===== src/rtl/vga_timing_gen_if.sv =====
// Video timing bundle between the raster generator and its consumers.
// The frame_irq/irq_ack pair exists only when VGA_FRAME_IRQ_EN is defined.
interface vga_timing_gen_if #(
    parameter int COUNT_WIDTH = 10
);
    logic                   pixel_tick;
    logic                   hsync;
    logic                   vsync;
    logic                   display_en;
    logic [COUNT_WIDTH-1:0] x;
    logic [COUNT_WIDTH-1:0] y;
    logic                   line_start;
    logic                   frame_start;
`ifdef VGA_FRAME_IRQ_EN
    logic                   frame_irq;
    logic                   irq_ack;
`endif

    modport master (
        input  pixel_tick,
        output hsync,
        output vsync,
        output display_en,
        output x,
        output y,
        output line_start,
        output frame_start
`ifdef VGA_FRAME_IRQ_EN
        ,
        output frame_irq,
        input  irq_ack
`endif
    );

    modport slave (
        output pixel_tick,
        input  hsync,
        input  vsync,
        input  display_en,
        input  x,
        input  y,
        input  line_start,
        input  frame_start
`ifdef VGA_FRAME_IRQ_EN
        ,
        input  frame_irq,
        output irq_ack
`endif
    );
endinterface


===== src/rtl/vga_timing_gen.sv =====
// Raster timing generator: hsync/vsync, display enable, pixel coordinates and line/frame strobes.
// Optional vblank interrupt (frame_irq/irq_ack) is enabled by defining VGA_FRAME_IRQ_EN.
module vga_timing_gen #(
    parameter int H_VISIBLE   = 640,
    parameter int H_FRONT     = 16,
    parameter int H_SYNC      = 96,
    parameter int H_BACK      = 48,
    parameter int V_VISIBLE   = 480,
    parameter int V_FRONT     = 10,
    parameter int V_SYNC      = 2,
    parameter int V_BACK      = 33,
    parameter bit H_SYNC_POL  = 1'b0,
    parameter bit V_SYNC_POL  = 1'b0,
    parameter int COUNT_WIDTH = 10
) (
    input logic               clk,
    input logic               rst,
    vga_timing_gen_if.master  vga
);

    localparam int H_TOTAL = H_VISIBLE + H_FRONT + H_SYNC + H_BACK;
    localparam int V_TOTAL = V_VISIBLE + V_FRONT + V_SYNC + V_BACK;

    localparam logic [COUNT_WIDTH-1:0] H_LAST     = COUNT_WIDTH'(H_TOTAL - 1);
    localparam logic [COUNT_WIDTH-1:0] H_FRONT_AT = COUNT_WIDTH'(H_VISIBLE);
    localparam logic [COUNT_WIDTH-1:0] H_SYNC_AT  = COUNT_WIDTH'(H_VISIBLE + H_FRONT);
    localparam logic [COUNT_WIDTH-1:0] H_BACK_AT  = COUNT_WIDTH'(H_VISIBLE + H_FRONT + H_SYNC);
    localparam logic [COUNT_WIDTH-1:0] V_LAST     = COUNT_WIDTH'(V_TOTAL - 1);
    localparam logic [COUNT_WIDTH-1:0] V_FRONT_AT = COUNT_WIDTH'(V_VISIBLE);
    localparam logic [COUNT_WIDTH-1:0] V_SYNC_AT  = COUNT_WIDTH'(V_VISIBLE + V_FRONT);
    localparam logic [COUNT_WIDTH-1:0] V_BACK_AT  = COUNT_WIDTH'(V_VISIBLE + V_FRONT + V_SYNC);

    typedef enum logic [1:0] {
        PH_VISIBLE,
        PH_FRONT,
        PH_SYNC,
        PH_BACK
    } phase_e;

    // A phase moves on only when the freshly advanced count lands on the next phase's first value.
    function automatic phase_e next_phase(
        input phase_e                 cur,
        input logic [COUNT_WIDTH-1:0] nxt,
        input logic [COUNT_WIDTH-1:0] front_at,
        input logic [COUNT_WIDTH-1:0] sync_at,
        input logic [COUNT_WIDTH-1:0] back_at
    );
        next_phase = cur;
        case (cur)
            PH_VISIBLE: if (nxt == front_at) next_phase = PH_FRONT;
            PH_FRONT:   if (nxt == sync_at)  next_phase = PH_SYNC;
            PH_SYNC:    if (nxt == back_at)  next_phase = PH_BACK;
            PH_BACK:    if (nxt == '0)       next_phase = PH_VISIBLE;
        endcase
    endfunction

    logic                   tick_q, tick_d;
    logic [COUNT_WIDTH-1:0] h_count_q, h_count_d;
    logic [COUNT_WIDTH-1:0] v_count_q, v_count_d;
    phase_e                 h_phase_q, h_phase_d;
    phase_e                 v_phase_q, v_phase_d;
    logic                   line_pend_q, line_pend_d;
    logic                   frame_pend_q, frame_pend_d;
    logic                   hsync_q, hsync_d;
    logic                   vsync_q, vsync_d;
    logic                   display_en_q, display_en_d;
    logic [COUNT_WIDTH-1:0] x_q, x_d;
    logic [COUNT_WIDTH-1:0] y_q, y_d;
    logic                   line_start_q, line_start_d;
    logic                   frame_start_q, frame_start_d;
    logic                   adv;
    logic                   h_wrap;
    logic                   v_wrap;
`ifdef VGA_FRAME_IRQ_EN
    logic                   frame_irq_q, frame_irq_d;
`endif

    always_comb begin
        tick_d       = vga.pixel_tick;
        adv          = vga.pixel_tick & ~tick_q;
        h_wrap       = adv && (h_count_q == H_LAST);
        v_wrap       = h_wrap && (v_count_q == V_LAST);

        h_count_d    = h_count_q;
        v_count_d    = v_count_q;
        h_phase_d    = h_phase_q;
        v_phase_d    = v_phase_q;

        if (adv) begin
            h_count_d = h_wrap ? '0 : h_count_q + COUNT_WIDTH'(1);
            h_phase_d = next_phase(h_phase_q, h_count_d, H_FRONT_AT, H_SYNC_AT, H_BACK_AT);
        end
        if (h_wrap) begin
            v_count_d = v_wrap ? '0 : v_count_q + COUNT_WIDTH'(1);
            v_phase_d = next_phase(v_phase_q, v_count_d, V_FRONT_AT, V_SYNC_AT, V_BACK_AT);
        end

        line_pend_d  = h_wrap;
        frame_pend_d = v_wrap;

        // Output stage samples the counters one clk after they advance.
        x_d           = h_count_q;
        y_d           = v_count_q;
        display_en_d  = (h_phase_q == PH_VISIBLE) && (v_phase_q == PH_VISIBLE);
        hsync_d       = (h_phase_q == PH_SYNC) ? H_SYNC_POL : ~H_SYNC_POL;
        vsync_d       = (v_phase_q == PH_SYNC) ? V_SYNC_POL : ~V_SYNC_POL;
        line_start_d  = line_pend_q;
        frame_start_d = frame_pend_q;

`ifdef VGA_FRAME_IRQ_EN
        frame_irq_d = frame_irq_q;
        if (vga.irq_ack) frame_irq_d = 1'b0;
        if (h_wrap && (v_phase_q == PH_VISIBLE) && (v_phase_d == PH_FRONT)) frame_irq_d = 1'b1;
`endif
    end

    always_ff @(posedge clk) begin
        if (!rst) begin
            tick_q        <= 1'b0;
            h_count_q     <= '0;
            v_count_q     <= '0;
            h_phase_q     <= PH_VISIBLE;
            v_phase_q     <= PH_VISIBLE;
            line_pend_q   <= 1'b0;
            frame_pend_q  <= 1'b0;
            hsync_q       <= ~H_SYNC_POL;
            vsync_q       <= ~V_SYNC_POL;
            display_en_q  <= 1'b0;
            x_q           <= '0;
            y_q           <= '0;
            line_start_q  <= 1'b0;
            frame_start_q <= 1'b0;
`ifdef VGA_FRAME_IRQ_EN
            frame_irq_q   <= 1'b0;
`endif
        end else begin
            tick_q        <= tick_d;
            h_count_q     <= h_count_d;
            v_count_q     <= v_count_d;
            h_phase_q     <= h_phase_d;
            v_phase_q     <= v_phase_d;
            line_pend_q   <= line_pend_d;
            frame_pend_q  <= frame_pend_d;
            hsync_q       <= hsync_d;
            vsync_q       <= vsync_d;
            display_en_q  <= display_en_d;
            x_q           <= x_d;
            y_q           <= y_d;
            line_start_q  <= line_start_d;
            frame_start_q <= frame_start_d;
`ifdef VGA_FRAME_IRQ_EN
            frame_irq_q   <= frame_irq_d;
`endif
        end
    end

    assign vga.hsync       = hsync_q;
    assign vga.vsync       = vsync_q;
    assign vga.display_en  = display_en_q;
    assign vga.x           = x_q;
    assign vga.y           = y_q;
    assign vga.line_start  = line_start_q;
    assign vga.frame_start = frame_start_q;
`ifdef VGA_FRAME_IRQ_EN
    assign vga.frame_irq   = frame_irq_q;
`endif

endmodule


===== src/flat_wrapper.sv =====
// flat-port wrapper written by rule: the top's interface ports become plain ports
module vga_timing_gen_flat 
#(
    parameter int H_VISIBLE   = 640,
    parameter int H_FRONT     = 16,
    parameter int H_SYNC      = 96,
    parameter int H_BACK      = 48,
    parameter int V_VISIBLE   = 480,
    parameter int V_FRONT     = 10,
    parameter int V_SYNC      = 2,
    parameter int V_BACK      = 33,
    parameter bit H_SYNC_POL  = 1'b0,
    parameter bit V_SYNC_POL  = 1'b0,
    parameter int COUNT_WIDTH = 10
)
  (clk, rst, vga_pixel_tick, vga_hsync, vga_vsync, vga_display_en, vga_x, vga_y, vga_line_start, vga_frame_start);
  vga_timing_gen_if #(.COUNT_WIDTH(COUNT_WIDTH)) vga_i ();
  input logic clk;
  input logic rst;
  input wire logic [$bits(vga_i.pixel_tick)-1:0] vga_pixel_tick;
  output wire logic [$bits(vga_i.hsync)-1:0] vga_hsync;
  output wire logic [$bits(vga_i.vsync)-1:0] vga_vsync;
  output wire logic [$bits(vga_i.display_en)-1:0] vga_display_en;
  output wire logic [$bits(vga_i.x)-1:0] vga_x;
  output wire logic [$bits(vga_i.y)-1:0] vga_y;
  output wire logic [$bits(vga_i.line_start)-1:0] vga_line_start;
  output wire logic [$bits(vga_i.frame_start)-1:0] vga_frame_start;
  assign vga_i.pixel_tick = vga_pixel_tick;
  assign vga_hsync = vga_i.hsync;
  assign vga_vsync = vga_i.vsync;
  assign vga_display_en = vga_i.display_en;
  assign vga_x = vga_i.x;
  assign vga_y = vga_i.y;
  assign vga_line_start = vga_i.line_start;
  assign vga_frame_start = vga_i.frame_start;
  vga_timing_gen #(.H_VISIBLE(H_VISIBLE), .H_FRONT(H_FRONT), .H_SYNC(H_SYNC), .H_BACK(H_BACK), .V_VISIBLE(V_VISIBLE), .V_FRONT(V_FRONT), .V_SYNC(V_SYNC), .V_BACK(V_BACK), .H_SYNC_POL(H_SYNC_POL), .V_SYNC_POL(V_SYNC_POL), .COUNT_WIDTH(COUNT_WIDTH)) u_core (.clk(clk), .rst(rst), .vga(vga_i));
endmodule

===== config.mk =====
export PLATFORM = sky130hd
export DESIGN_NAME = vga_timing_gen_flat
export DESIGN_NICKNAME = d
export VERILOG_FILES = /design/src/rtl/vga_timing_gen_if.sv /design/src/rtl/vga_timing_gen.sv /design/src/flat_wrapper.sv
export SDC_FILE = /design/constraint.sdc
export NUM_CORES = 1
export LEC_CHECK = 0
export ABC_CLOCK_PERIOD_IN_PS = 2950
export BUFFER_PORTS_ARGS = -buffer_cell sky130_fd_sc_hd__buf_4
export CAP_MARGIN = 10
export CORE_ASPECT_RATIO = 0.6
export CORE_MARGIN = 1
export CORE_UTILIZATION = 40
export CTS_BUF_LIST = sky130_fd_sc_hd__clkbuf_8
export DETAILED_ROUTE_END_ITERATION = 12
export PLACE_DENSITY = 0.65
export SLEW_MARGIN = 20
export SYNTH_ARGS = -nofsm -noshare
export SYNTH_HDL_FRONTEND = slang
export SYNTH_SLANG_ARGS = --single-unit

===== constraint.sdc =====
create_clock -name clk -period 2.95 [get_ports clk]
set_input_delay 0.1475 -clock clk [delete_from_list [all_inputs] [get_ports clk]]
set_output_delay 0.1475 -clock clk [all_outputs]
set_load 0.01 [all_outputs]

==> flow_summary.yaml <==
timing:
  timing.final.crit_share_pct: 91.90
  fin_ws_ns: 0.2389
  fmax_mhz: 368.9
  finalHoldViolations: 0
  slew_viol_final: 0
  slew_headroom_pct: 68.25
  setup_viol: 0
  fin_crit_ns: 2.711
  rsz0062_at_grt: "false"
  tns_ns: 0
  tightest_slew_ns: 0.4753
  fin_skew_ns: 0.01112
clock_tree:
  cts.path.max_buffers: 2
  numCtsBuffers: 5
  clk_latency_ns: 0.31
  cts_root_buffer: "clkbuf_8"
  hold_buffers: 0
  htree_levels: 2
  clk_pin_slew_ns: 0.10
  cts_setup_buffers: 0
  clock-sinks: 52
  cts_tree: "yes"
  cts_resized: 0
flow_run:
  drv_cap: 0
global_routing:
  grtUsageTotal_pct: 18.69
  grt.overflow.total: 0
  grt_max_degree: 54
  grt_antenna_before_repair: 0
  grt_pass1_vias: 1972
  grt_pass1_wl_microns: 10130
die:
  dieArea_sq_um: 7187
  start_util_pct: 43.03
  ios: 28
  die_y_microns: 66.07
  rows: 22
  coreArea_sq_um: 6359
  fp.dieW_microns: 108.8
power:
  ir_worst_vdd_mv: 0.2030
  p_per_area_nw_per_um2: 377.1
  leakage_nw: 1.239
logic_synthesis:
  synth_fp_nets: 321
  ys_dominant_reg_cell: "dfxtp_1"
  synthTopCellsByArea: "dfxtp_1, and2_1, ha_1"
  avgSynthCellArea_sq_um: 8.913
  synth_edf_count: 0
  synthDistinctLibCells: 53
  synth_top_area_share_pct: 38.04
  yosys_warnings: 0
  synth.most_common_cell: "dfxtp_1"
  async_flop_share_pct: 0
  yosys.area.top_type: "dfxtp_1"
  yosysSeqAreaShare_pct: 38.04
  netlist_area_sq_um: 2736
  ys_ff_latch: 52
  syn_inst: 307
  netlist_top_cells_count: "dfxtp_1, and2_1, nand2_1"
place:
  dp_hpwl_microns: 4415
  pre_cts_ws_ns: 0.2527
  io_buffers: 27
  globalplace.congestion: 1.064
worst_hold_path:
  hp-start: "vga_pixel_tick"
  min_to: "u_core.tick_q"
  hp-class: "in -> reg"
  holdPathStages: 2
setup_path:
  setup.worst_path.end_class: "register"
  timing.rr.end: "u_core.v_phase_q[1]"
  rr_worst_depth: 8
  reg2reg_from: "u_core.v_count_q[1]"
  worst-endpoint-required_ns: 3.15
  start_kind: "register"
  critical_path_class: "reg -> reg"
  reg2reg_slack_ns: 0.24
  critPathArrivalTime_ns: 2.92
  crit_fanout: 9
drt:
  drc: 0
  vias_per_cell: 5.479
  wl_per_cell_microns: 14.93
  route.vias.total: 2252
  ant_nets: 0
  first_pass_iters: 5
  drt_wl_total_microns: 6138
  drt-initial-drc-count: 262
run_status:
  status: "finished clean"
layout:
  num-fill-cells: 613
  syn_to_final_growth_pct: 12.67
  nNetsFinal: 340
  drive_above_1_share_pct: 15.29
  diodes: 0
-- final cells by class --
type	count	area, sq um	share of cell area [%]
multi-input combinational	223	1548	50.20
sequential	52	1041	33.77
timing repair buffer	36	270.3	8.766
tap	84	105.1	3.409
clock buffer	5	68.82	2.232
inverter	8	30.03	0.9740
clock inverter	3	20.02	0.6493
-- metal layers --
layer  GRT usage (%)  vias to the layer above  share of wire (%)
met5               0                        -                  0
met1           28.32                     1034                 53
met2           24.21                      101                 38
met3           6.305                        8                8.9
met4           5.068                        0               0.88
li1                -                     1109                  -
-- per-stage QoR --
| step | cell area [sq um] | hold WS (ns) | util, % | std cells | power [mW] |
|---|---|---|---|---|---|
| after floorplan | 2736 | 0.2692 | - | 307 | 0.7471 |
| after global placement | 2994 | 0.3861 | 47.09 | 403 | 0.7610 |
| after detailed placement | 2994 | 0.3872 | 47.09 | 403 | 0.7614 |
| after CTS | 3083 | 0.05353 | 48.48 | 411 | 1.169 |
| after global routing | 3083 | 0.06992 | 48.48 | 411 | 1.203 |
| final | 3083 | 0.05483 | 48.48 | 411 | 1.163 |
-- critical path, stage by stage, from the launching register on --
cell	delay, ns
dfxtp_1	0.51
ha_1	0.37
nand4_1	0.32
o21bai_1	0.29
a221oi_1	0.27
a31oi_1	0.20
a2111oi_4	0.38
mux2i_1	0.22
nor2b_1	0.05
-- registers in the layout (all words and copies together) (netlist names), 2 cells and up --
signal and cells:
u_core.h_count_q 10, u_core.v_count_q 10, u_core.vga.x 10, u_core.vga.y 10, u_core.h_phase_q 2, u_core.v_phase_q 2
-- power by group --
| group | internal [mW] | switching [mW] | total [mW] |
|---|---|---|---|
| logic | 0.0124 | 0.0227 | 0.0351 |
| clock network | 0.166 | 0.251 | 0.417 |
| registers | 0.706 | 0.00477 | 0.711 |
| total | 0.885 | 0.278 | 1.16 |
-- placed cells by master, fill, tap and decap left out, drive strengths merged, types with 2 or more instances in the layout --
master,Yosys,final
o21bai,2,2
nor4b,2,2
nor2b,5,5
nor4,3,3
a21oi,6,6
nand4,8,8
nor2,8,8
inv,8,9
or4,3,3
a211oi,2,2
xor2,5,5
nand2,25,25
nand4b,3,3
a21boi,9,9
and3,4,4
o31ai,6,6
nor3,8,8
dfxtp,52,52
o32ai,2,2
nand2b,4,4
buf,10,36
mux2i,5,5
nand3b,4,4
or3,2,2
clkbuf,14,5
and3b,3,3
o21a,3,3
xnor2,8,8
nand3,11,11
o21ai,15,15
ha,11,11
and2,38,38
a21o,2,2
a31oi,3,3
-- worst max-delay path by stage --
stage                          end  depth (start not counted)  slack [ns]                 from
2_1_floorplan  u_core.v_phase_q[1]                         10        0.50  u_core.h_count_q[1]
3_3_place_gp   u_core.v_phase_q[1]                          8        0.37  u_core.v_count_q[1]
3_5_place_dp   u_core.v_phase_q[1]                          8        0.25  u_core.v_count_q[1]
4_1_cts        u_core.v_phase_q[1]                          8        0.26  u_core.v_count_q[1]
5_1_grt        u_core.v_phase_q[1]                          8        0.08  u_core.v_count_q[1]
6_report       u_core.v_phase_q[1]                          8        0.24  u_core.v_count_q[1]
-- kinds of logic after synthesis --
group	share of synthesized area (%)
AOI/OAI and AO/OA	16.23
xor gates and xnor gates	4.161
adders and majority gates	5.030
buffers and inverters	5.395
DFF	38.04
muxes	1.829
and+or+nand+nor	29.31
(Power assumes the default switching activity.)
